### config.mk
export PLATFORM = sky130hd
export DESIGN_NAME = mem_port_arbiter
export DESIGN_NICKNAME = d
export VERILOG_FILES = /design/src/rtl/mem_port_arbiter.sv
export SDC_FILE = /design/constraint.sdc
export NUM_CORES = 1
export LEC_CHECK = 0
export ABC_AREA = 1
export CAP_MARGIN = 0
export CORE_MARGIN = 1.5
export CORE_UTILIZATION = 39
export CTS_CLUSTER_DIAMETER = 50
export DETAILED_ROUTE_END_ITERATION = 8
export GPL_TIMING_DRIVEN = 0
export PLACE_DENSITY = 0.73
export SYNTH_ARGS = -nofsm -noshare
export SYNTH_HDL_FRONTEND = slang
export SYNTH_SLANG_ARGS = --single-unit
### constraint.sdc
create_clock -name clk -period 1.7 [get_ports clk]
set_clock_uncertainty 0.05 [all_clocks]
set_input_delay 0.34 -clock clk [delete_from_list [all_inputs] [get_ports clk]]
set_output_delay 0.34 -clock clk [all_outputs]
set_load 0.005 [all_outputs]
### src/rtl/mem_port_arbiter.sv
// Arbiter sharing one single-port memory between instruction fetch and load/store.
// MEM has fixed priority, bounded by a streak limit so a waiting fetch is always served.
module mem_port_arbiter #(
    parameter int unsigned ADDR_W          = 32,
    parameter int unsigned DATA_W          = 32,
    parameter int unsigned MAX_DATA_STREAK = 4,
    parameter int unsigned TIMEOUT         = 255
) (
    input  logic                clk,
    input  logic                rst_n,

    input  logic                inst_req_in,
    input  logic [ADDR_W-1:0]   inst_addr_in,
    output logic [DATA_W-1:0]   inst_rdata_out,
    output logic                inst_done_out,
    output logic                inst_stall_out,

    input  logic                data_req_in,
    input  logic                data_we_in,
    input  logic [DATA_W/8-1:0] data_be_in,
    input  logic [ADDR_W-1:0]   data_addr_in,
    input  logic [DATA_W-1:0]   data_wdata_in,
    output logic [DATA_W-1:0]   data_rdata_out,
    output logic                data_done_out,
    output logic                data_stall_out,

    output logic                mem_req_out,
    output logic                mem_we_out,
    output logic [DATA_W/8-1:0] mem_be_out,
    output logic [ADDR_W-1:0]   mem_addr_out,
    output logic [DATA_W-1:0]   mem_wdata_out,
    input  logic                mem_ack_in,
    input  logic [DATA_W-1:0]   mem_rdata_in,

    output logic                err_out
);

    localparam logic [3:0] StreakMax = 4'(MAX_DATA_STREAK);
    localparam bit         ToutEn    = (TIMEOUT != 0);
    localparam logic [7:0] ToutLast  = (TIMEOUT == 0) ? 8'd0 : 8'(TIMEOUT - 1);

    typedef enum logic [1:0] {
        StIdle,
        StDataBusy,
        StInstBusy
    } state_e;

    state_e      state_q;
    logic [3:0]  streak_q;
    logic [7:0]  tout_q;

    logic inst_vld;
    logic data_vld;
    logic grant_data;
    logic tout_hit;

    // A requester completing this cycle is not re-arbitrated until its done pulse has passed.
    assign inst_vld   = inst_req_in & ~inst_done_out;
    assign data_vld   = data_req_in & ~data_done_out;
    assign grant_data = data_vld & ~((streak_q == StreakMax) & inst_vld);
    assign tout_hit   = ToutEn && (tout_q == ToutLast);

    assign inst_stall_out = inst_vld;
    assign data_stall_out = data_vld;

    always_ff @(posedge clk or negedge rst_n) begin
        if (!rst_n) begin
            state_q        <= StIdle;
            streak_q       <= '0;
            tout_q         <= '0;
            inst_rdata_out <= '0;
            inst_done_out  <= 1'b0;
            data_rdata_out <= '0;
            data_done_out  <= 1'b0;
            mem_req_out    <= 1'b0;
            mem_we_out     <= 1'b0;
            mem_be_out     <= '0;
            mem_addr_out   <= '0;
            mem_wdata_out  <= '0;
            err_out        <= 1'b0;
        end else begin
            inst_done_out <= 1'b0;
            data_done_out <= 1'b0;
            unique case (state_q)
                StIdle: begin
                    if (grant_data) begin
                        state_q       <= StDataBusy;
                        mem_req_out   <= 1'b1;
                        mem_we_out    <= data_we_in;
                        mem_be_out    <= data_we_in ? data_be_in : '1;
                        mem_addr_out  <= data_addr_in;
                        mem_wdata_out <= data_wdata_in;
                        if (!inst_req_in) begin
                            streak_q <= '0;
                        end else if (streak_q != StreakMax) begin
                            streak_q <= streak_q + 4'd1;
                        end
                    end else if (inst_vld) begin
                        state_q       <= StInstBusy;
                        mem_req_out   <= 1'b1;
                        mem_we_out    <= 1'b0;
                        mem_be_out    <= '1;
                        mem_addr_out  <= inst_addr_in;
                        mem_wdata_out <= '0;
                        streak_q      <= '0;
                    end
                end
                StDataBusy, StInstBusy: begin
                    if (mem_ack_in || tout_hit) begin
                        // An ack in the timeout cycle takes precedence over the abort.
                        state_q     <= StIdle;
                        mem_req_out <= 1'b0;
                        tout_q      <= '0;
                        if (!mem_ack_in) begin
                            err_out <= 1'b1;
                        end
                        if (state_q == StDataBusy) begin
                            data_done_out  <= 1'b1;
                            data_rdata_out <= mem_ack_in ? mem_rdata_in : '0;
                        end else begin
                            inst_done_out  <= 1'b1;
                            inst_rdata_out <= mem_ack_in ? mem_rdata_in : '0;
                        end
                    end else begin
                        tout_q <= tout_q + 8'd1;
                    end
                end
                default: state_q <= StIdle;
            endcase
        end
    end

endmodule

==> results.yml <==
run_status:
  status: "finished clean"
yosys:
  yosysWarnings: 0
  ys_top_cells_by_area: "dfrtp_1 (55%), nand2_1 (21%), nand3_1 (5.4%)"
  yosys.area_share.simple: 0.350
  synth_area_leader_cell: "dfrtp_1"
  yosys.cell_count.top_type: "nand2_1"
  synthDistinctLibCells: 27
  synth_xor_area_frac: 0.00383
  syn_area_um2: 6850
  syn_inst: 826
  synth_mux_area_frac: 0
  synth_compound_area_frac: 0.0133
  synth_seq_cells: 151
  synth_adder_area_share: 0.0110
  avgSynthCellArea_um2: 8.30
  synth_edf_count: 0
  synth.net_count: 970
  synth_ff_type: "dfrtp_1"
  synth_top_area_share: 0.551
  yosys-top-cells-count: "nand2_1 (378), dfrtp_1 (151), nand3_1 (74)"
  async_flop_share: 1.00
  synth_top_family_by_area: "simple AND/OR/NAND/NOR gates"
  yosysSeqAreaShare: 0.551
grt:
  antenna_found_initial: 0
  grt_max_degree: 95
  grt_pass1_wl_um: 34200
  grtUsageTotal: 0.241
  grt_pass1_vias: 6405
  grt_overflow: 0
sta:
  finalCritPeriodShare: 0.987
  slew_headroom: 0.613
  hold_violations: 0
  timing.fmax_mhz: 596
  min_period_ps: 1680
  timing.final.ws_setup_ps: 21.9
  hold_slack_ps: 394
  drv_slew: 0
  rsz0062_at_grt: "yes"
  worst_slew_pin_slew_ps: 580
  setup_viol: 0
clock_network:
  cts.sinks: 151
  numCtsBuffers: 17
  htree_num_levels: 4
  clk_latency_ps: 420
  cts_tree: "done"
  clk_pin_slew_ps: 70
  cts_root_buf: "clkbuf_16"
  clock_path_buffers: 2
pwr:
  p_leak_nw: 6.23
  p_total_mw: 17.7
  max-vdd-ir-drop_uv: 823
  power.density_nw_per_um2: 1610
layout:
  area_growth_pct: 60.1
  nets: 1297
  final_layout_size_suffix_gt1_frac: 0.117
  antennaDiodeCount: 0
die:
  dieArea_um2: 18400
  die_x_um: 136
  rows: 48
  start_util: 0.398
  io-pin-count: 277
  chipHeight_um: 136
  coreArea_um2: 17200
routing:
  firstDrtPassIters: 4
  vias_per_cell: 4.80
  drtIter0Drc: 351
  wl_per_cell_um: 16.3
  drc: 0
  drt-total-wl_um: 22700
  vias: 6672
  ant_nets: 0
job:
  cap_viol_max_count: 0
setup_path:
  crit_family: "buffers and inverters"
  r2r_end: "mem_addr_out[0]"
  critical_path_class: "register to output port"
  r2r_slack_ps: 40
  cpPeakStageDelay_ps: 500
  startpoint_type: "register"
  reg2reg_depth: 10
  reg2reg_from: "streak_q[1]"
  crit_start: "data_rdata_out[15]"
  crit_slowest_cell: "clkdlybuf4s50_1"
  cp_data_required_time_ps: 1310
  cp_max_fo: 2
  crit_chain: "clkdlybuf4s50_1"
  endpoint_kind: "output port"
  crit_buf_inv: 1
  arrival_ps: 1290
place:
  detailedPlace.worstSlack_ps: -742
  routabilityCongestion: 0.825
  portBuffers: 276
  hpwl_um: 15900
hold_path:
  hold_path.class: "input pin to async pin"
[cell families after synthesis]
group | after synthesis
flip-flops | 151
AND/OR/NAND/NOR | 543
buffers and inverters | 108
XOR/XNOR | 3
AO/OA/AOI/OAI | 15
adder cells (fa/ha/maj) | 6
[layout by cell type, fill, tap and decap left out, types with 9 or more instances in the layout]
| cell type | Yosys | layout |
|---|---|---|
| nand2_1 | 378 | 376 |
| dfrtp_1 | 151 | 151 |
| clkdlybuf4s50_1 | 0 | 149 |
| nand3_1 | 74 | 74 |
| dlygate4sd2_1 | 0 | 73 |
| inv_1 | 58 | 53 |
| dlymetal6s2s_1 | 0 | 51 |
| nand4_1 | 34 | 34 |
| nand3b_1 | 32 | 32 |
| buf_4 | 8 | 32 |
| clkbuf_2 | 0 | 20 |
| clkbuf_16 | 0 | 18 |
| buf_6 | 4 | 14 |
| o21ai_0 | 10 | 10 |
| nor2_1 | 12 | 9 |
[routing by layer]
layer | global-route usage | up-vias | part of all wire
met5 | 0 | - | 0
met2 | 0.396 | 241 | 0.49
li1 | - | 3262 | -
met3 | 0.0954 | 21 | 0.097
met1 | 0.291 | 3148 | 0.40
met4 | 0.0711 | 0 | 0.014
[state kept, by name, indices dropped and copies added, names as in the netlist]
register        count
data_done_out       1
data_rdata_out     32
err_out             1
inst_done_out       1
inst_rdata_out     32
mem_addr_out       32
mem_be_out          4
mem_req_out         1
mem_wdata_out      32
mem_we_out          1
state_q             2
streak_q            4
tout_q              8
[how the worst max path moves through the flow]
stage          slack [ps]  depth (start not counted)                  to
2_1_floorplan          80                         10         mem_req_out
3_3_place_gp        -6140                          1   mem_wdata_out[28]
3_5_place_dp         -740                          5      data_stall_out
4_1_cts                -8                          3      data_stall_out
5_1_grt               -40                          5  data_rdata_out[15]
6_report               20                          1  data_rdata_out[15]
[power breakdown]
group	total (mW)	switching [mW]	internal (mW)
logic	7.89	3.94	3.95
clock network	3.79	1.70	2.09
registers	6.00	0.831	5.17
total	17.7	6.47	11.2
[timing repair]
action,4_1_cts,5_1_grt
cloned,0,1
hold buffers,1,0
setup buffers,11,18
resized for setup,97,113
endpoints found under the setup margin,178,191
endpoints found under the hold margin,57,0
pin swaps,4,8
[per-stage QoR]
step           cells  setup TNS [ps]  utilization  cell area (um2)
6_report        1391               0        0.636            11000
5_1_grt         1391           -1760        0.636            11000
4_1_cts         1372           -7.58        0.613            10600
3_5_place_dp    1328          -45410        0.576             9930
3_3_place_gp    1327         -970240        0.574             9900
2_1_floorplan    826               0            -             6850
[area by class of cell]
class	count	area, um2
buffer	48	358
sequential	151	3780
clock buffer	18	429
fill	1523	6270
tap	225	282
multi-input combinational	567	2650
clock inverter	14	159
timing repair buffer	308	3080
inverter	60	233
Note: power is estimated with default switching activity, not from simulation.
